`src/rtl/ddram_arb_pkg.sv`:
```
// Shared types for the DDR3 port arbiter: FSM states, captured request slot, helpers.
package ddram_arb_pkg;

  localparam int NUM_CH_MAX = 8;

  typedef enum logic [1:0] {IDLE, ISSUE, WAIT, DONE} state_t;

  typedef struct packed {
    logic [27:1] addr;
    logic [31:0] din;
    logic [3:0]  be;
    logic        is16;
  } req_t;

  function automatic int wrap_inc(int idx, int num);
    return (idx >= num - 1) ? 0 : idx + 1;
  endfunction

endpackage

```
`src/rtl/ddram_arbiter_if.sv`:
```
// Client-side and bridge-side bus of the DDR3 arbiter. slave = arbiter view,
// master = the surrounding clients plus bridge.
interface ddram_arbiter_if #(parameter int NUM_CH = 3);

  logic [NUM_CH-1:0][27:1] ch_addr;
  logic [NUM_CH-1:0][31:0] ch_din;
  logic [NUM_CH-1:0]       ch_rd;
  logic [NUM_CH-1:0][3:0]  ch_wr;
  logic [NUM_CH-1:0]       ch_16b;
  logic [NUM_CH-1:0][31:0] ch_dout;
  logic [NUM_CH-1:0]       ch_busy;

  logic [27:1] ddr_addr;
  logic [31:0] ddr_din;
  logic        ddr_rd;
  logic [3:0]  ddr_wr;
  logic        ddr_16b;
  logic [31:0] ddr_dout;
  logic        ddr_busy;

  modport slave (
    input  ch_addr, ch_din, ch_rd, ch_wr, ch_16b, ddr_dout, ddr_busy,
    output ch_dout, ch_busy, ddr_addr, ddr_din, ddr_rd, ddr_wr, ddr_16b
  );

  modport master (
    output ch_addr, ch_din, ch_rd, ch_wr, ch_16b, ddr_dout, ddr_busy,
    input  ch_dout, ch_busy, ddr_addr, ddr_din, ddr_rd, ddr_wr, ddr_16b
  );

endinterface

```
`src/rtl/ddram_arb_pick.sv`:
```
// Combinational grant picker: round-robin from rr, or fixed priority (channel 0
// highest) when DDRAM_ARB_FIXED_PRIO_EN is defined.
module ddram_arb_pick
  import ddram_arb_pkg::*;
#(
  parameter int NUM_CH = 3,
  parameter int CH_W   = 2
) (
  input  logic [NUM_CH-1:0] pend,
  input  logic [CH_W-1:0]   rr,
  output logic [CH_W-1:0]   gnt,
  output logic              vld
);

`ifdef DDRAM_ARB_FIXED_PRIO_EN
  logic unused_rr;
  assign unused_rr = ^rr;

  always_comb begin
    gnt = '0;
    vld = 1'b0;
    for (int i = NUM_CH - 1; i >= 0; i--) begin
      if (pend[i]) begin
        gnt = CH_W'(i);
        vld = 1'b1;
      end
    end
  end
`else
  // Scan offsets high to low so the smallest offset from rr is the last writer.
  always_comb begin
    int idx;
    idx = 0;
    gnt = '0;
    vld = 1'b0;
    for (int i = NUM_CH - 1; i >= 0; i--) begin
      idx = int'(rr) + i;
      if (idx >= NUM_CH) idx = idx - NUM_CH;
      if (pend[idx]) begin
        gnt = CH_W'(idx);
        vld = 1'b1;
      end
    end
  end
`endif

endmodule

```
`src/rtl/ddram_arbiter.sv`:
```
// Shares one edge-triggered DDR3 bridge port between NUM_CH identical clients.
// Define DDRAM_ARB_FIXED_PRIO_EN for fixed priority instead of round-robin.
module ddram_arbiter
  import ddram_arb_pkg::*;
#(
  parameter int NUM_CH = 3,
  parameter int CH_W   = 2
) (
  input logic            clk,
  input logic            rst,
  ddram_arbiter_if.slave bus
);

  if (NUM_CH < 2 || NUM_CH > NUM_CH_MAX) begin : g_bad_cfg
    $error("ddram_arbiter: NUM_CH out of range");
  end

  // ---------------- per-channel capture ----------------
  logic [NUM_CH-1:0] rd_prev_q, rd_prev_d, wr_prev_q, wr_prev_d;
  logic [NUM_CH-1:0] rd_pend_q, rd_pend_d, wr_pend_q, wr_pend_d;
  logic [NUM_CH-1:0] rd_edge, wr_edge, busy_vec, clr_rd, clr_wr;
  req_t [NUM_CH-1:0] slot_q, slot_d;

  always_comb begin
    for (int i = 0; i < NUM_CH; i++) wr_prev_d[i] = |bus.ch_wr[i];
  end

  assign rd_prev_d = bus.ch_rd;
  assign rd_edge   = bus.ch_rd & ~rd_prev_q;
  assign wr_edge   = wr_prev_d & ~wr_prev_q;
  assign busy_vec  = rd_pend_q | wr_pend_q;

  // A channel with anything outstanding ignores new edges; a simultaneous rd+wr
  // edge shares one slot and is serviced write-first.
  always_comb begin
    slot_d    = slot_q;
    rd_pend_d = rd_pend_q & ~clr_rd;
    wr_pend_d = wr_pend_q & ~clr_wr;
    for (int i = 0; i < NUM_CH; i++) begin
      if (!busy_vec[i] && (rd_edge[i] || wr_edge[i])) begin
        slot_d[i].addr = bus.ch_addr[i];
        slot_d[i].din  = bus.ch_din[i];
        slot_d[i].be   = bus.ch_wr[i];
        slot_d[i].is16 = bus.ch_16b[i];
        rd_pend_d[i]   = rd_edge[i];
        wr_pend_d[i]   = wr_edge[i];
      end
    end
  end

  always_ff @(posedge clk or posedge rst) begin
    if (rst) begin
      rd_prev_q <= '0;
      wr_prev_q <= '0;
      rd_pend_q <= '0;
      wr_pend_q <= '0;
      slot_q    <= '0;
    end else begin
      rd_prev_q <= rd_prev_d;
      wr_prev_q <= wr_prev_d;
      rd_pend_q <= rd_pend_d;
      wr_pend_q <= wr_pend_d;
      slot_q    <= slot_d;
    end
  end

  // ---------------- grant ----------------
  state_t                  state_q;
  logic [CH_W-1:0]         gnt_q, pick_gnt, rr_ptr;
  logic                    pick_vld, is_wr_q;
  logic [27:1]             ddr_addr_q;
  logic [31:0]             ddr_din_q;
  logic                    ddr_rd_q, ddr_16b_q;
  logic [3:0]              ddr_wr_q;
  logic [NUM_CH-1:0][31:0] ch_dout_q;

`ifdef DDRAM_ARB_FIXED_PRIO_EN
  assign rr_ptr = '0;
`else
  logic [CH_W-1:0] rr_q;
  assign rr_ptr = rr_q;
`endif

  ddram_arb_pick #(.NUM_CH(NUM_CH), .CH_W(CH_W)) u_pick (
    .pend (busy_vec),
    .rr   (rr_ptr),
    .gnt  (pick_gnt),
    .vld  (pick_vld)
  );

  always_comb begin
    clr_rd = '0;
    clr_wr = '0;
    if (state_q == DONE) begin
      if (is_wr_q) clr_wr[gnt_q] = 1'b1;
      else         clr_rd[gnt_q] = 1'b1;
    end
  end

  // ---------------- bridge FSM ----------------
  always_ff @(posedge clk or posedge rst) begin
    if (rst) begin
      state_q    <= IDLE;
      gnt_q      <= '0;
      is_wr_q    <= 1'b0;
      ddr_addr_q <= '0;
      ddr_din_q  <= '0;
      ddr_rd_q   <= 1'b0;
      ddr_wr_q   <= '0;
      ddr_16b_q  <= 1'b0;
      ch_dout_q  <= '0;
`ifndef DDRAM_ARB_FIXED_PRIO_EN
      rr_q       <= '0;
`endif
    end else begin
      case (state_q)
        IDLE: begin
          // Bridge must be idle too, which also covers a reset mid-transaction.
          if (pick_vld && !bus.ddr_busy) begin
            gnt_q      <= pick_gnt;
            is_wr_q    <= wr_pend_q[pick_gnt];
            ddr_addr_q <= slot_q[pick_gnt].addr;
            ddr_din_q  <= slot_q[pick_gnt].din;
            ddr_16b_q  <= slot_q[pick_gnt].is16;
            if (wr_pend_q[pick_gnt]) ddr_wr_q <= slot_q[pick_gnt].be;
            else                     ddr_rd_q <= 1'b1;
            state_q    <= ISSUE;
          end
        end
        ISSUE: begin
          if (bus.ddr_busy) begin
            ddr_rd_q <= 1'b0;
            ddr_wr_q <= '0;
            state_q  <= WAIT;
          end
        end
        WAIT: begin
          if (!bus.ddr_busy) state_q <= DONE;
        end
        DONE: begin
          if (!is_wr_q) ch_dout_q[gnt_q] <= bus.ddr_dout;
`ifndef DDRAM_ARB_FIXED_PRIO_EN
          rr_q <= CH_W'(wrap_inc(int'(gnt_q), NUM_CH));
`endif
          state_q <= IDLE;
        end
        default: state_q <= IDLE;
      endcase
    end
  end

  assign bus.ch_dout  = ch_dout_q;
  assign bus.ch_busy  = busy_vec;
  assign bus.ddr_addr = ddr_addr_q;
  assign bus.ddr_din  = ddr_din_q;
  assign bus.ddr_rd   = ddr_rd_q;
  assign bus.ddr_wr   = ddr_wr_q;
  assign bus.ddr_16b  = ddr_16b_q;

endmodule

```
`src/flat_wrapper.sv`:
```
// flat-port wrapper written by rule: the top's interface ports become plain ports
module ddram_arbiter_flat import ddram_arb_pkg::*;
#(
  parameter int NUM_CH = 3,
  parameter int CH_W   = 2
)
  (clk, rst, bus_ch_addr, bus_ch_din, bus_ch_rd, bus_ch_wr, bus_ch_16b, bus_ddr_dout, bus_ddr_busy, bus_ch_dout, bus_ch_busy, bus_ddr_addr, bus_ddr_din, bus_ddr_rd, bus_ddr_wr, bus_ddr_16b);
  ddram_arbiter_if #(.NUM_CH(NUM_CH)) bus_i ();
  input logic clk;
  input logic rst;
  input wire logic [$bits(bus_i.ch_addr)-1:0] bus_ch_addr;
  input wire logic [$bits(bus_i.ch_din)-1:0] bus_ch_din;
  input wire logic [$bits(bus_i.ch_rd)-1:0] bus_ch_rd;
  input wire logic [$bits(bus_i.ch_wr)-1:0] bus_ch_wr;
  input wire logic [$bits(bus_i.ch_16b)-1:0] bus_ch_16b;
  input wire logic [$bits(bus_i.ddr_dout)-1:0] bus_ddr_dout;
  input wire logic [$bits(bus_i.ddr_busy)-1:0] bus_ddr_busy;
  output wire logic [$bits(bus_i.ch_dout)-1:0] bus_ch_dout;
  output wire logic [$bits(bus_i.ch_busy)-1:0] bus_ch_busy;
  output wire logic [$bits(bus_i.ddr_addr)-1:0] bus_ddr_addr;
  output wire logic [$bits(bus_i.ddr_din)-1:0] bus_ddr_din;
  output wire logic [$bits(bus_i.ddr_rd)-1:0] bus_ddr_rd;
  output wire logic [$bits(bus_i.ddr_wr)-1:0] bus_ddr_wr;
  output wire logic [$bits(bus_i.ddr_16b)-1:0] bus_ddr_16b;
  assign bus_i.ch_addr = bus_ch_addr;
  assign bus_i.ch_din = bus_ch_din;
  assign bus_i.ch_rd = bus_ch_rd;
  assign bus_i.ch_wr = bus_ch_wr;
  assign bus_i.ch_16b = bus_ch_16b;
  assign bus_i.ddr_dout = bus_ddr_dout;
  assign bus_i.ddr_busy = bus_ddr_busy;
  assign bus_ch_dout = bus_i.ch_dout;
  assign bus_ch_busy = bus_i.ch_busy;
  assign bus_ddr_addr = bus_i.ddr_addr;
  assign bus_ddr_din = bus_i.ddr_din;
  assign bus_ddr_rd = bus_i.ddr_rd;
  assign bus_ddr_wr = bus_i.ddr_wr;
  assign bus_ddr_16b = bus_i.ddr_16b;
  ddram_arbiter #(.NUM_CH(NUM_CH), .CH_W(CH_W)) u_core (.clk(clk), .rst(rst), .bus(bus_i));
endmodule
```
`config.mk`:
```
export PLATFORM = sky130hd
export DESIGN_NAME = ddram_arbiter_flat
export DESIGN_NICKNAME = d
export VERILOG_FILES = /design/src/rtl/ddram_arb_pkg.sv /design/src/rtl/ddram_arbiter_if.sv /design/src/rtl/ddram_arb_pick.sv /design/src/rtl/ddram_arbiter.sv /design/src/flat_wrapper.sv
export SDC_FILE = /design/constraint.sdc
export NUM_CORES = 1
export LEC_CHECK = 0
export BUFFER_PORTS_ARGS = -buffer_cell sky130_fd_sc_hd__buf_2
export CAP_MARGIN = 5
export CORE_ASPECT_RATIO = 2
export CORE_MARGIN = 2
export CORE_UTILIZATION = 35
export CTS_CLUSTER_DIAMETER = 60
export CTS_CLUSTER_SIZE = 20
export DETAILED_ROUTE_END_ITERATION = 7
export PLACE_DENSITY_LB_ADDON = 0.2
export SLEW_MARGIN = 10
export SYNTH_ARGS = -nofsm -noshare
export SYNTH_HDL_FRONTEND = slang
export SYNTH_SLANG_ARGS = --single-unit
```
`constraint.sdc`:
```
create_clock -name clk -period 32.5 [get_ports clk]
set_clock_uncertainty 0.15 [all_clocks]
set_input_delay 1.625 -clock clk [delete_from_list [all_inputs] [get_ports clk]]
set_output_delay 1.625 -clock clk [all_outputs]
set_load 0.005 [all_outputs]
```
==> results of run 1 <==
-- stage by stage --
stage | hold WS, ns | setup WS (ns) | utilization, % | cell area, µm² | power (mW)
floorplan | 0.283 | 20.39 | - | 15400 | 1.24
global placement | 0.305 | 27.79 | 41.2 | 17900 | 1.46
detailed placement | 0.305 | 27.73 | 41.2 | 17900 | 1.48
CTS | 0.317 | 28.33 | 42.9 | 18600 | 1.80
global route | 0.339 | 28.24 | 43.0 | 18600 | 1.89
finish | 0.310 | 28.39 | 43.0 | 18600 | 1.77
-- routing by layer --
| metal | global-route usage (%) | up-vias |
|---|---|---|
| met5 | 0 | - |
| met4 | 6.07 | 8 |
| met3 | 4.53 | 61 |
| met2 | 33.9 | 317 |
| met1 | 20.3 | 5093 |
| li1 | - | 4572 |
-- layout make-up --
cell class                      instances  area (µm²)
Multi-Input combinational cell        628        5780
Inverter                               11        48.8
Fill cell                            4083       24700
Timing Repair Buffer                  405        2060
Sequential cell                       372        9310
Tap cell                              550         688
Antenna cell                            8        20.0
Clock inverter                          6        82.6
Clock buffer                           27         653
-- power by group through the flow --
stage | clock [mW] | combinational (mW) | sequential [mW]
2_1_floorplan | 0 | 0.471 | 0.764
3_3_place_gp | 0 | 0.681 | 0.777
3_5_place_dp | 0 | 0.694 | 0.785
4_1_cts | 0.333 | 0.696 | 0.776
5_1_grt | 0.348 | 0.744 | 0.800
6_report | 0.316 | 0.676 | 0.774
-- final timing paths --
| path | to | cells past startpoint | start |
|---|---|---|---|
| min in group asynchronous | u_core.bus.ch_dout[78]$_DFFE_PP0P_ | 2 | rst |
| max in group asynchronous | u_core.slot_q[112]$_DFFE_PP0P_ | 3 | rst |
| min reg2reg | u_core.wr_pend_q[2]$_DFF_PP0_ | 1 | u_core.wr_prev_q[2]$_DFF_PP0_ |
| max | u_core.slot_q[77]$_DFFE_PP0P_ | 6 | bus_ch_wr[5] |
| min | u_core.wr_pend_q[2]$_DFF_PP0_ | 1 | u_core.wr_prev_q[2]$_DFF_PP0_ |
| max reg2reg | u_core.bus.ddr_wr[3]$_DFFE_PP0P_ | 6 | u_core.wr_pend_q[1]$_DFF_PP0_ |
-- cells by family after synthesis --
kind of cell	share of synthesized area [%]
adders and majority gates	0.553
and+or+nand+nor	3.13
DFF	60.5
AOI/OAI and AO/OA	7.44
muxes	26.0
buffers and inverters	2.37
-- worst max-delay path: cells and delay by family --
| kind | cells | cell delay (ns) |
|---|---|---|
| AND/OR/NAND/NOR | 2 | 0.77 |
| AO/OA/AOI/OAI | 1 | 0.86 |
| buffers and inverters | 2 | 0.70 |
| multiplexers | 1 | 0.40 |
-- synthesized netlist by cell type, types with 2 or more instances --
library cell,count,area (µm²)
sky130_fd_sc_hd__mux2_1,9,101
sky130_fd_sc_hd__clkbuf_1,25,93.8
sky130_fd_sc_hd__o21ai_0,12,60.1
sky130_fd_sc_hd__a21boi_0,2,15.0
sky130_fd_sc_hd__a211o_1,2,17.5
sky130_fd_sc_hd__nor2b_1,5,31.3
sky130_fd_sc_hd__a21o_1,60,450
sky130_fd_sc_hd__nor3_1,2,10.0
sky130_fd_sc_hd__buf_2,31,155
sky130_fd_sc_hd__a211oi_1,65,488
sky130_fd_sc_hd__nor4_1,2,12.5
sky130_fd_sc_hd__mux2i_1,65,651
sky130_fd_sc_hd__or4_1,3,22.5
sky130_fd_sc_hd__inv_1,11,41.3
sky130_fd_sc_hd__nand3b_1,2,15.0
sky130_fd_sc_hd__buf_6,6,67.6
sky130_fd_sc_hd__dfrtp_1,372,9310
sky130_fd_sc_hd__mux2_4,4,60.1
sky130_fd_sc_hd__o21ai_2,2,17.5
sky130_fd_sc_hd__buf_1,2,7.51
sky130_fd_sc_hd__mux2_2,281,3160
sky130_fd_sc_hd__ha_1,6,75.1
sky130_fd_sc_hd__nand2_1,14,52.6
sky130_fd_sc_hd__nor2_1,71,267
sky130_fd_sc_hd__nand2b_1,3,18.8
-- sequential cells by signal, summed over array words and instances, names as in the netlist --
name and count:
u_core.bus.ch_dout 96, u_core.bus.ddr_16b 1, u_core.bus.ddr_addr 27, u_core.bus.ddr_din 32, u_core.bus.ddr_rd 1, u_core.bus.ddr_wr 4
u_core.gnt_q 2, u_core.is_wr_q 1, u_core.rd_pend_q 3, u_core.rd_prev_q 3, u_core.rr_ptr 2, u_core.slot_q 192
u_core.state_q 2, u_core.wr_pend_q 3, u_core.wr_prev_q 3
==> metrics.yaml, run 1 <==
grt:
  groute.usage.overall_pct: 18.3
  grt_remaining_overflow: 0
  pin_count_of_the_biggest_net_entering_global_routing: 112
  initial_antenna_violation_count: 14
  via_count_of_the_first_global_routing_pass: 10900
  grt_pass1_wl_mm: 65.1
drt:
  wire_length_per_cell_um: 21.1
  dr.pass1.iters: 4
  met3WireLength_mm: 2.71
  wirelength_met1_mm: 15.6
  total_vias_in_the_final_route: 10100
  route.detailed.vias_per_inst: 5.01
  detail_route.wirelength_mm: 42.4
  detailed_router_s_first_iteration_violation_count: 321
  top_layer_used: "met5"
  antenna_violating_nets_post_route: 0
  drcViolationCount: 0
  met2_length_mm: 22.9
synthesis:
  synth-seq-area-share_pct: 60.5
  dominantRegCellSynth: "sky130_fd_sc_hd__dfrtp_1"
  postSynthRegisterBits: 372
  syn_avg_cell_area_um2: 14.3
  synthesis.instances: 1075
  edff_count_synth: 0
  synth.cell_area_um2: 15400
  asr_flop_ratio_synth_pct: 100
  yosys_warnings: 0
  synth_cell_types: 43
  mappedNetlistNets: 1311
power:
  sw_frac_of_total_pct: 34.0
  p_switching_mw: 0.601
  power.static_leakage_nw: 9.68
  internal_power_mw: 1.17
  power_density_nw_per_um2: 94.8
  share_of_power_burned_in_combinational_logic_pct: 38.3
  p_clk_share_pct: 17.9
  vdd_drop_max_uv: 64.0
  power.sequential.fraction_pct: 43.8
cells_and_area:
  drive_above_1_share_pct: 51.0
  final_cell_mix: "393 x sky130_fd_sc_hd__buf_2, 372 x sky130_fd_sc_hd__dfrtp_1, 281 x sky130_fd_sc_hd__mux2_2, 68 x sky130_fd_sc_hd__nor2_1"
  layout-area-overhead-vs-synth_pct: 21.2
  mostFrequentLayoutCell: "sky130_fd_sc_hd__buf_2"
  fin_nets: 1678
  final_cells: 2007
sta:
  setup_tns_ns: 0
  grt_setup_unrepaired: "no"
  layout_min_cycle_time_ns: 4.11
  setup-violations-final: 0
  post-route-period-util_pct: 12.6
  timing_worst_slew_pin_value_ns: 1.10
  max_freq_mhz: 243
  maxSlewViolCount: 0
  slew_headroom_pct: 26.3
  timing.final.hold_violations: 0
die:
  floorplan.die.width_um: 152
  number_of_core_rows: 108
  fp.coreArea_um2: 43400
  die_y_um: 301
  design.portCount: 394
  initial_utilization_pct: 35.5
  floorplan.die_area_um2: 45800
flow_run:
  drv.max_cap_violation_count: 0
critical_path:
  crit_path_max_fanout: 35
  crit_path_cell_trace: "buf_2 > or4_1 > nor2b_1 > o21ai_4 > buf_4 > mux2_2"
  crit_slowest_cell: "sky130_fd_sc_hd__o21ai_4"
  reg2reg_setup_slack_ns: 28.81
  crit_path_start_kind: "primary input"
  class_of_the_most_critical_setup_path: "in2reg"
  cp_slowest_stage_delay_ns: 0.86
  cp_endpoint_kind: "register"
  timing.critical_path.required_ns: 32.79
  cp.arrival_ns: 4.40
worst_hold_path:
  hold_class: "reg2reg"
clock_network:
  clk-insertion-delay-late_ns: 0.56
  postcts_setup_bufs: 0
  tritoncts: "done"
  clockBufferDepth: 3
  numClockSinks: 372
  cts-resized-gates: 0
  clk_pin_slew_worst_paths_ns: 0.08
  cts-hold-fix-buffers: 0
  numCtsBuffers: 24
  clk_root_buffer_cell: "sky130_fd_sc_hd__clkbuf_16"
  htree_levels: 1
placement:
  routabilityCongestion: 0.767
  dp_hpwl_mm: 30.1
  io_buffer_count: 393
  placedCellCount: 1966
outcome:
  outcome: "finished, final reports clean"
Note: power is estimated with default switching activity, not from simulation.
==> run 2: changes to the inputs <==
--- a/config.mk
+++ b/config.mk
@@ -5,6 +5,7 @@
 export SDC_FILE = /design/constraint.sdc
 export NUM_CORES = 1
 export LEC_CHECK = 0
+export ABC_AREA = 1
 export BUFFER_PORTS_ARGS = -buffer_cell sky130_fd_sc_hd__buf_2
 export CAP_MARGIN = 5
 export CORE_ASPECT_RATIO = 2
==> constraint.sdc (replaced) <==
create_clock -name clk -period 3.8 [get_ports clk]
set_clock_uncertainty 0.15 [all_clocks]
set_input_delay 0.19 -clock clk [delete_from_list [all_inputs] [get_ports clk]]
set_output_delay 0.19 -clock clk [all_outputs]
set_load 0.005 [all_outputs]
==> run 2 against run 1 <==
  * First-iteration DRC count rose by 89%
  * Critical endpoint is now u_core.slot_q[108]$_DFFE_PP0P_
  * Flip-flop and latch count stayed put
  * Sequential share of layout area fell by 5.9 points
  * Largest cell class unchanged
  * Die area rose by 1.9%
  * Critical path type unchanged
  * Area after synthesis rose by 1.9%
  * Global-route usage is 1.1 points higher
  * Clock-buffer cell count fell by 1
  * Largest power group unchanged
==> metrics.yaml, run 2 <==
cells_and_area:
  fin_nets: 2240  # +33%
  final_util_pct: 47.8  # +4.8 points
  drive_above_1_share_pct: 30.4  # -21 points
  largest_reg_by_ff_count: "u_core.slot_q"
  layout-area-overhead-vs-synth_pct: 34.7
  mostFrequentLayoutCell: "sky130_fd_sc_hd__buf_2"
  final-seq-area_um2: 9310  # unchanged
  final_cell_mix: "393 x sky130_fd_sc_hd__buf_2, 372 x sky130_fd_sc_hd__dfrtp_1, 231 x sky130_fd_sc_hd__dlygate4sd3_1, 183 x sky130_fd_sc_hd__a21oi_1, 161 x sky130_fd_sc_hd__nand2_1"
  fillerInstances: 4117  # +0.83%
  largest_register_ff_count: 192  # unchanged
  multi_input_comb_area_um2: 5360  # -7.3%
grt:
  grtUsageMet2_pct: 34.6  # +0.68 points
  groute.usage.overall_pct: 19.4  # +1.1 points
  grt_remaining_overflow: 0  # unchanged
  grt_pass1_wl_mm: 72.1  # +11%
  groute.layer.met3.usage_pct: 2.51  # -2.0 points
  top_usage_layer: "met2"
  initial_antenna_violation_count: 5  # -9
  via_count_of_the_first_global_routing_pass: 13100  # +20%
  pin_count_of_the_biggest_net_entering_global_routing: 124  # +11%
  grt_util_met1_pct: 23.0  # +2.7 points
die:
  fp.coreArea_um2: 44200  # +1.9%
  design.portCount: 394  # unchanged
  initial_utilization_pct: 35.5  # about the same
  number_of_core_rows: 109  # +0.93%
  floorplan.die.width_um: 154  # +0.94%
  floorplan.die_area_um2: 46600  # +1.9%
  die_y_um: 303  # +0.95%
clock_network:
  htree_levels: 1  # unchanged
  clockBufferDepth: 3  # unchanged
  clk_pin_slew_worst_paths_ns: 0.08  # about the same
  tritoncts: "done"
  numCtsBuffers: 24  # unchanged
  numClockSinks: 372  # unchanged
  clk-insertion-delay-late_ns: 0.55  # about the same
  clk_root_buffer_cell: "sky130_fd_sc_hd__clkbuf_16"
synthesis:
  yosysTopAreaCell: "sky130_fd_sc_hd__dfrtp_1"
  yosysTopAreaCellShare_pct: 59.4  # -1.1 points
  dominantRegCellSynth: "sky130_fd_sc_hd__dfrtp_1"
  mappedNetlistNets: 1662  # +27%
  synthTopCellsByCount: "372 x sky130_fd_sc_hd__dfrtp_1, 183 x sky130_fd_sc_hd__a21oi_1, 163 x sky130_fd_sc_hd__nand2_1"
  synth_cell_types: 35  # -19%
  postSynthRegisterBits: 372  # unchanged
  synth-seq-area-share_pct: 59.4  # -1.1 points
  synth.cell_area_um2: 15700  # +1.9%
  synthesis.instances: 1426  # +33%
  yosysMostFrequentCell: "sky130_fd_sc_hd__dfrtp_1"
  synth_top_cells_by_area: "sky130_fd_sc_hd__dfrtp_1 59%, sky130_fd_sc_hd__a21oi_1 5.8%, sky130_fd_sc_hd__mux2_4 5.7%"
  syn_avg_cell_area_um2: 11.0  # -23%
  edff_count_synth: 0  # unchanged
  asr_flop_ratio_synth_pct: 100  # unchanged
  yosys_warnings: 0  # unchanged
flow_run:
  drv.max_cap_violation_count: 0  # unchanged
critical_path:
  reg2regPathDepth: 13  # +7
  critical_path.n_buffers_inverters: 4  # +2
  worst-path-stages: 9  # +3
  crit_path_cell_trace: "dlygate4sd3_1 > buf_2 > inv_1 > nand4_1 > dlygate4sd3_1 > nand2_1 > nand2_1 > nand2_4 > mux2_2"
  timing.critical_path.required_ns: 4.09  # -28.70 ns
  crit_path_max_fanout: 68  # +94%
  cp.arrival_ns: 3.11  # -1.29 ns
  class_of_the_most_critical_setup_path: "in2reg"
  cp_slowest_stage_delay_ns: 0.81  # -0.05 ns
  crit_path_start_kind: "primary input"
  crit_slowest_cell: "sky130_fd_sc_hd__nand2_4"
  cp_endpoint_kind: "register"
  worst_path_dominant_cell_family: "buffers and inverters"
sta:
  slew_headroom_pct: 24.5  # -1.8 points
  setup-violations-final: 0  # unchanged
  layout_min_cycle_time_ns: 2.82
  fin_hold_ws_ns: 0.0593  # -0.250 ns
  max_freq_mhz: 355
  grt_setup_unrepaired: "no"
  timing.final.hold_violations: 0  # unchanged
  maxSlewViolCount: 0  # unchanged
  timing_worst_slew_pin_value_ns: 1.13  # +0.0298 ns
  post-route-period-util_pct: 74.1
power:
  power.sequential.fraction_pct: 42.3  # -1.5 points
  p_clk_share_pct: 16.9  # -1.0 points
  share_of_power_burned_in_combinational_logic_pct: 40.7  # +2.4 points
  sw_frac_of_total_pct: 36.7  # +2.7 points
  power.static_leakage_nw: 10.4  # +7.7%
  vdd_drop_max_uv: 476  # +640%
  p_switching_mw: 5.96  # +890%
  total_power_consumption_of_the_routed_design_mw: 16.3  # +820%
  power_density_nw_per_um2: 770  # +710%
  internal_power_mw: 10.3  # +780%
drt:
  drcViolationCount: 0  # unchanged
  antenna_violating_nets_post_route: 0  # unchanged
  dr.pass1.iters: 5  # +1
  detail_route.wirelength_mm: 46.3  # +9.4%
  detailed_router_s_first_iteration_violation_count: 606  # +89%
  route.detailed.vias_per_inst: 4.84  # -3.3%
  wire_length_per_cell_um: 18.0  # -15%
  total_vias_in_the_final_route: 12500  # +24%
worst_hold_path:
  hold_class: "in2async"
placement:
  io_buffer_count: 393  # unchanged
  dp_hpwl_mm: 31.0  # +2.8%
  routabilityCongestion: 0.842  # +9.8%
outcome:
  outcome: "finished, final reports clean"
-- run 2: cell count changes after synthesis, sizes merged, moves of 11 or more --
cell / before / now
clkbuf: 25 / 37
nand2: 14 / 170
a21o: 60 / 0
inv: 11 / 136
mux2i: 66 / 0
a2bb2oi: 0 / 57
a21oi: 1 / 184
o21ai: 15 / 175
mux2: 294 / 124
a211oi: 65 / 0
nand3: 1 / 30
buf: 39 / 50
-- run 2: layout make-up --
cell class | count | share of cell area [%]
clock inverters | 6 | 0.497
flip-flops and latches | 372 | 44.1
multi-input cells | 831 | 25.4
diodes | 5 | 0.0592
inverters | 136 | 2.43
repair buffers | 639 | 21.3
clock buffers | 26 | 3.03
well taps | 555 | 3.29
-- run 2: timing repair --
action	CTS	global route
buffers inserted	0	0
hold endpoints to repair	445	0
hold buffers	231	0
gates resized for setup	0	0
-- run 2: worst register-to-register path, stage by stage, from the launching register on --
cell,delay (ns)
sky130_fd_sc_hd__dfrtp_1,0.35
sky130_fd_sc_hd__inv_1,0.06
sky130_fd_sc_hd__ha_1,0.35
sky130_fd_sc_hd__inv_2,0.11
sky130_fd_sc_hd__nand2_1,0.07
sky130_fd_sc_hd__nand2_1,0.08
sky130_fd_sc_hd__nand2_1,0.04
sky130_fd_sc_hd__nand2_1,0.09
sky130_fd_sc_hd__nand3_2,0.11
sky130_fd_sc_hd__nand3_4,0.24
sky130_fd_sc_hd__buf_4,0.32
sky130_fd_sc_hd__buf_4,0.44
sky130_fd_sc_hd__a21oi_1,0.09
sky130_fd_sc_hd__a2bb2oi_1,0.21
-- run 2: worst paths after layout --
check	start	slack, ns	to
min	rst	0.06	u_core.bus.ch_dout[23]$_DFFE_PP0P_
min reg2reg	u_core.bus.ddr_wr[0]$_DFFE_PP0P_	0.33	u_core.bus.ddr_wr[0]$_DFFE_PP0P_
min in group clk	bus_ch_rd[1]	0.18	u_core.rd_prev_q[1]$_DFF_PP0_
max in group asynchronous	rst	2.42	u_core.bus.ddr_din[12]$_DFFE_PP0P_
max reg2reg	u_core.rr_ptr[0]$_DFFE_PP0P_	0.99	u_core.bus.ddr_din[13]$_DFFE_PP0P_
max	bus_ch_wr[6]	0.98	u_core.slot_q[108]$_DFFE_PP0P_
-- run 2: cells by family (layout without fill, tap and decap cells) --
| group | Yosys count | in the layout | share of synthesized area (%) |
|---|---|---|---|
| and+or+nand+nor | 280 | 280 | 7.58 |
| other | 0 | 5 | 0 |
| buffers and inverters | 223 | 807 | 6.59 |
| adders and majority gates | 6 | 6 | 0.479 |
| DFF | 372 | 372 | 59.4 |
| AOI/OAI and AO/OA | 421 | 421 | 15.7 |
| muxes | 124 | 124 | 10.3 |
-- run 2: metrics by stage --
stage	area [µm²]	instances	setup WS, ns	setup TNS (ns)
2_1_floorplan	15700	1426	-1.53	-570.70
3_3_place_gp	18100	2302	1.01	0
3_5_place_dp	18100	2302	0.956	0
4_1_cts	21100	2565	0.958	0
5_1_grt	21100	2570	0.752	0
6_report	21100	2570	0.984	0
-- run 2: power by group through the flow --
stage               combinational [mW]  clock, mW  sequential (mW)
finish                            6.63       2.76             6.88
global route                      7.45       3.00             7.08
CTS                               6.72       2.87             6.88
detailed placement                6.51          0             6.94
global placement                  6.34          0             6.92
floorplan                         4.49          0             6.78
-- run 2: metal layers --
layer / routed length (µm) / share of wire [%] / vias to the layer above
met5: 0 / 0 / -
met3: 2260 / 4.9 / 100
met1: 18300 / 39 / 6006
li1: - / - / 5929
met4: 2270 / 4.9 / 0
met2: 23500 / 51 / 416
==> run 3: changes to the inputs <==
--- a/config.mk
+++ b/config.mk
@@ -5,7 +5,7 @@
 export SDC_FILE = /design/constraint.sdc
 export NUM_CORES = 1
 export LEC_CHECK = 0
-export ABC_AREA = 1
+export ABC_AREA = 0
 export BUFFER_PORTS_ARGS = -buffer_cell sky130_fd_sc_hd__buf_2
 export CAP_MARGIN = 5
 export CORE_ASPECT_RATIO = 2
==> constraint.sdc (replaced) <==
create_clock -name clk -period 2.3 [get_ports clk]
set_clock_uncertainty 0.15 [all_clocks]
set_input_delay 0.115 -clock clk [delete_from_list [all_inputs] [get_ports clk]]
set_output_delay 0.115 -clock clk [all_outputs]
set_load 0.005 [all_outputs]
==> run 3 against run 2 <==
  * The flow now finishes with violations (setup timing)
  * Critical path depth up 1
  * Hold slack better by 0.043 ns
  * Clock power rose by 59%
  * Flip-flop and latch count unchanged
  * Via count down 8.0%
  * Core utilization grew 4.3 points
  * Cell count down 9.4%
  * Register-to-register slack lost 1.2 ns
  * Critical path type is now reg2reg
  * Largest power group is now combinational cells
==> metrics.yaml, run 3 (synthesis results as in run 1) <==
outcome:
  outcome: "complete, but fails checks"
  violations: "setup timing"
critical_path:
  regToRegEndpoint: "u_core.bus.ddr_wr[2]$_DFFE_PP0P_"
  crit_path_start_kind: "register"
  crit_path_max_fanout: 6  # -91%
  timing.critical_path.required_ns: 2.59  # -1.50 ns
  regToRegStartpoint: "u_core.rr_ptr[0]$_DFFE_PP0P_"
  cp_endpoint_kind: "register"
  class_of_the_most_critical_setup_path: "reg2reg"
  cp.arrival_ns: 2.82  # -0.29 ns
  reg2regPathDepth: 10  # -3
  reg2reg_setup_slack_ns: -0.22  # -1.21 ns
sta:
  max_freq_mhz: 396
  post-route-period-util_pct: 110
  post-route-worst-setup-slack_ns: -0.222  # -1.21 ns
  timing_worst_slew_pin_value_ns: 0.681  # -0.451 ns
  maxSlewViolCount: 0  # unchanged
  slew_headroom_pct: 54.6  # +30 points
  timing.final.hold_violations: 0  # unchanged
  layout_min_cycle_time_ns: 2.52
  setup_tns_ns: -8.44  # -8.44 ns
  grt_setup_unrepaired: "yes"
  setup-violations-final: 64  # +64
clock_network:
  clk_pin_slew_worst_paths_ns: 0.08  # about the same
  clockBufferDepth: 3  # unchanged
  htree_levels: 1  # unchanged
  clk-insertion-delay-late_ns: 0.55  # about the same
  tritoncts: "done"
  clk_root_buffer_cell: "sky130_fd_sc_hd__clkbuf_16"
  numClockSinks: 372  # unchanged
  numCtsBuffers: 24  # unchanged
power:
  internal_power_mw: 19.2  # +86%
  vdd_drop_max_uv: 815  # +71%
  sw_frac_of_total_pct: 33.7  # -2.9 points
  power_density_nw_per_um2: 1280  # +66%
  share_of_power_burned_in_combinational_logic_pct: 46.4  # +5.7 points
  power.sequential.fraction_pct: 38.4  # -3.9 points
  p_clk_share_pct: 15.2  # -1.7 points
  p_switching_mw: 9.76  # +64%
  power.static_leakage_nw: 11.2  # +7.9%
drt:
  detail_route.wirelength_mm: 45.7  # -1.3%
  wire_length_per_cell_um: 19.6  # +8.9%
  total_vias_in_the_final_route: 11500  # -8.0%
  dr.pass1.iters: 4  # -1
  drcViolationCount: 0  # unchanged
  detailed_router_s_first_iteration_violation_count: 312  # -49%
  antenna_violating_nets_post_route: 0  # unchanged
  route.detailed.vias_per_inst: 4.92  # +1.5%
cells_and_area:
  layout-area-overhead-vs-synth_pct: 46.8
  mostFrequentLayoutCell: "sky130_fd_sc_hd__buf_2"
  largest_register_ff_count: 192  # unchanged
  fin_nets: 2003  # -11%
  largest_reg_by_ff_count: "u_core.slot_q"
  drive_above_1_share_pct: 51.1  # +21 points
  final_cell_mix: "393 x sky130_fd_sc_hd__buf_2, 372 x sky130_fd_sc_hd__dfrtp_1, 280 x sky130_fd_sc_hd__mux2_2, 232 x sky130_fd_sc_hd__dlygate4sd3_1, 68 x sky130_fd_sc_hd__nor2_1"
  final_util_pct: 52.1  # +4.3 points
placement:
  io_buffer_count: 393  # unchanged
  dp_hpwl_mm: 32.0  # +3.3%
  routabilityCongestion: 0.796  # -5.5%
grt:
  grt_remaining_overflow: 0  # unchanged
  groute.usage.overall_pct: 19.8  # +0.35 points
  initial_antenna_violation_count: 6  # +1
  pin_count_of_the_biggest_net_entering_global_routing: 114  # -8.1%
  grt_pass1_wl_mm: 71.7  # -0.50%
  via_count_of_the_first_global_routing_pass: 12900  # -1.9%
die:
  die_y_um: 301  # -0.94%
  fp.coreArea_um2: 43400  # -1.8%
  number_of_core_rows: 108  # -0.92%
  design.portCount: 394  # unchanged
  initial_utilization_pct: 35.5  # about the same
  floorplan.die.width_um: 152  # -0.93%
  floorplan.die_area_um2: 45800  # -1.9%
worst_hold_path:
  hold_path.startpoint: "bus_ch_rd[2]"
  whs_path_depth: 2
  hold_class: "in2reg"
  min_delay_worst_endpoint: "u_core.rd_prev_q[2]$_DFF_PP0_"
flow_run:
  drv.max_cap_violation_count: 0  # unchanged
[run 3: worst max path at each step]
stage,from,end,slack [ns],cells after the start
6_report,u_core.rr_ptr[0]$_DFFE_PP0P_,u_core.bus.ddr_wr[2]$_DFFE_PP0P_,-0.22,10
5_1_grt,u_core.rr_ptr[0]$_DFFE_PP0P_,u_core.bus.ddr_wr[2]$_DFFE_PP0P_,-0.28,10
4_1_cts,u_core.rr_ptr[0]$_DFFE_PP0P_,u_core.bus.ddr_wr[0]$_DFFE_PP0P_,-0.14,9
3_5_place_dp,u_core.rr_ptr[1]$_DFFE_PP0P_,u_core.bus.ddr_din[9]$_DFFE_PP0P_,-0.21,9
3_3_place_gp,u_core.rr_ptr[1]$_DFFE_PP0P_,u_core.bus.ddr_wr[2]$_DFFE_PP0P_,-0.15,7
2_1_floorplan,rst,u_core.bus.ch_dout[0]$_DFFE_PP0P_,-2.96,1
[run 3: stage by stage]
step | area, µm² | setup WS [ns] | total power [mW] | hold slack, ns | instances
after CTS | 22200 | -0.139 | 28.0 | 0.0703 | 2317
after detailed placement | 18900 | -0.206 | 22.3 | -0.0270 | 2044
final | 22600 | -0.222 | 28.9 | 0.103 | 2329
after global routing | 22600 | -0.284 | 30.7 | 0.103 | 2329
after global placement | 18900 | -0.145 | 22.0 | -0.0354 | 2044
after floorplan | 15400 | -2.96 | 17.7 | -0.00357 | 1075
[run 3: repair_timing]
item / 4_1_cts / 5_1_grt
hold endpoints to repair: 654 / 0
pin swaps: 6 / 14
setup endpoints to repair: 68 / 70
gates cloned: 3 / 2
resized for setup: 31 / 74
buffers inserted: 5 / 5
hold buffers: 232 / 0
[run 3: power by group through the flow]
stage	registers [mW]	clock network (mW)	logic, mW
4_1_cts	11.0	4.57	12.5
2_1_floorplan	10.8	0	6.89
5_1_grt	11.5	4.76	14.5
3_5_place_dp	11.1	0	11.3
6_report	11.1	4.39	13.4
3_3_place_gp	11.0	0	11.0
[run 3: metal layers]
layer | global-route usage, % | up-vias | share of wire (%) | wire length (µm)
met2 | 38.3 | 346 | 55 | 25000
met5 | 0 | - | 0.028 | 13
met3 | 3.89 | 88 | 5.3 | 2420
met1 | 20.6 | 5796 | 36 | 16400
li1 | - | 5224 | - | -
met4 | 7.92 | 2 | 4.2 | 1920
[run 3: layout make-up]
type	instances	area, µm²
timing repair buffer	730	5610
antenna	5	12.5
sequential	372	9310
clock inverter	7	86.3
clock buffer	26	629
tap	550	688
inverter	11	45.0
fill	3752	20800
multi-input combinational	628	6210
[run 3: critical path, stage by stage (launching register included)]
cell and delay (ns):
sky130_fd_sc_hd__dfrtp_1 0.41, sky130_fd_sc_hd__buf_6 0.13, sky130_fd_sc_hd__ha_4 0.17, sky130_fd_sc_hd__nand2_2 0.07, sky130_fd_sc_hd__a21boi_2 0.05, sky130_fd_sc_hd__or4_4 0.58, sky130_fd_sc_hd__buf_12 0.18, sky130_fd_sc_hd__buf_16 0.15
sky130_fd_sc_hd__mux2i_2 0.19, sky130_fd_sc_hd__a211oi_2 0.09, sky130_fd_sc_hd__mux2_4 0.25
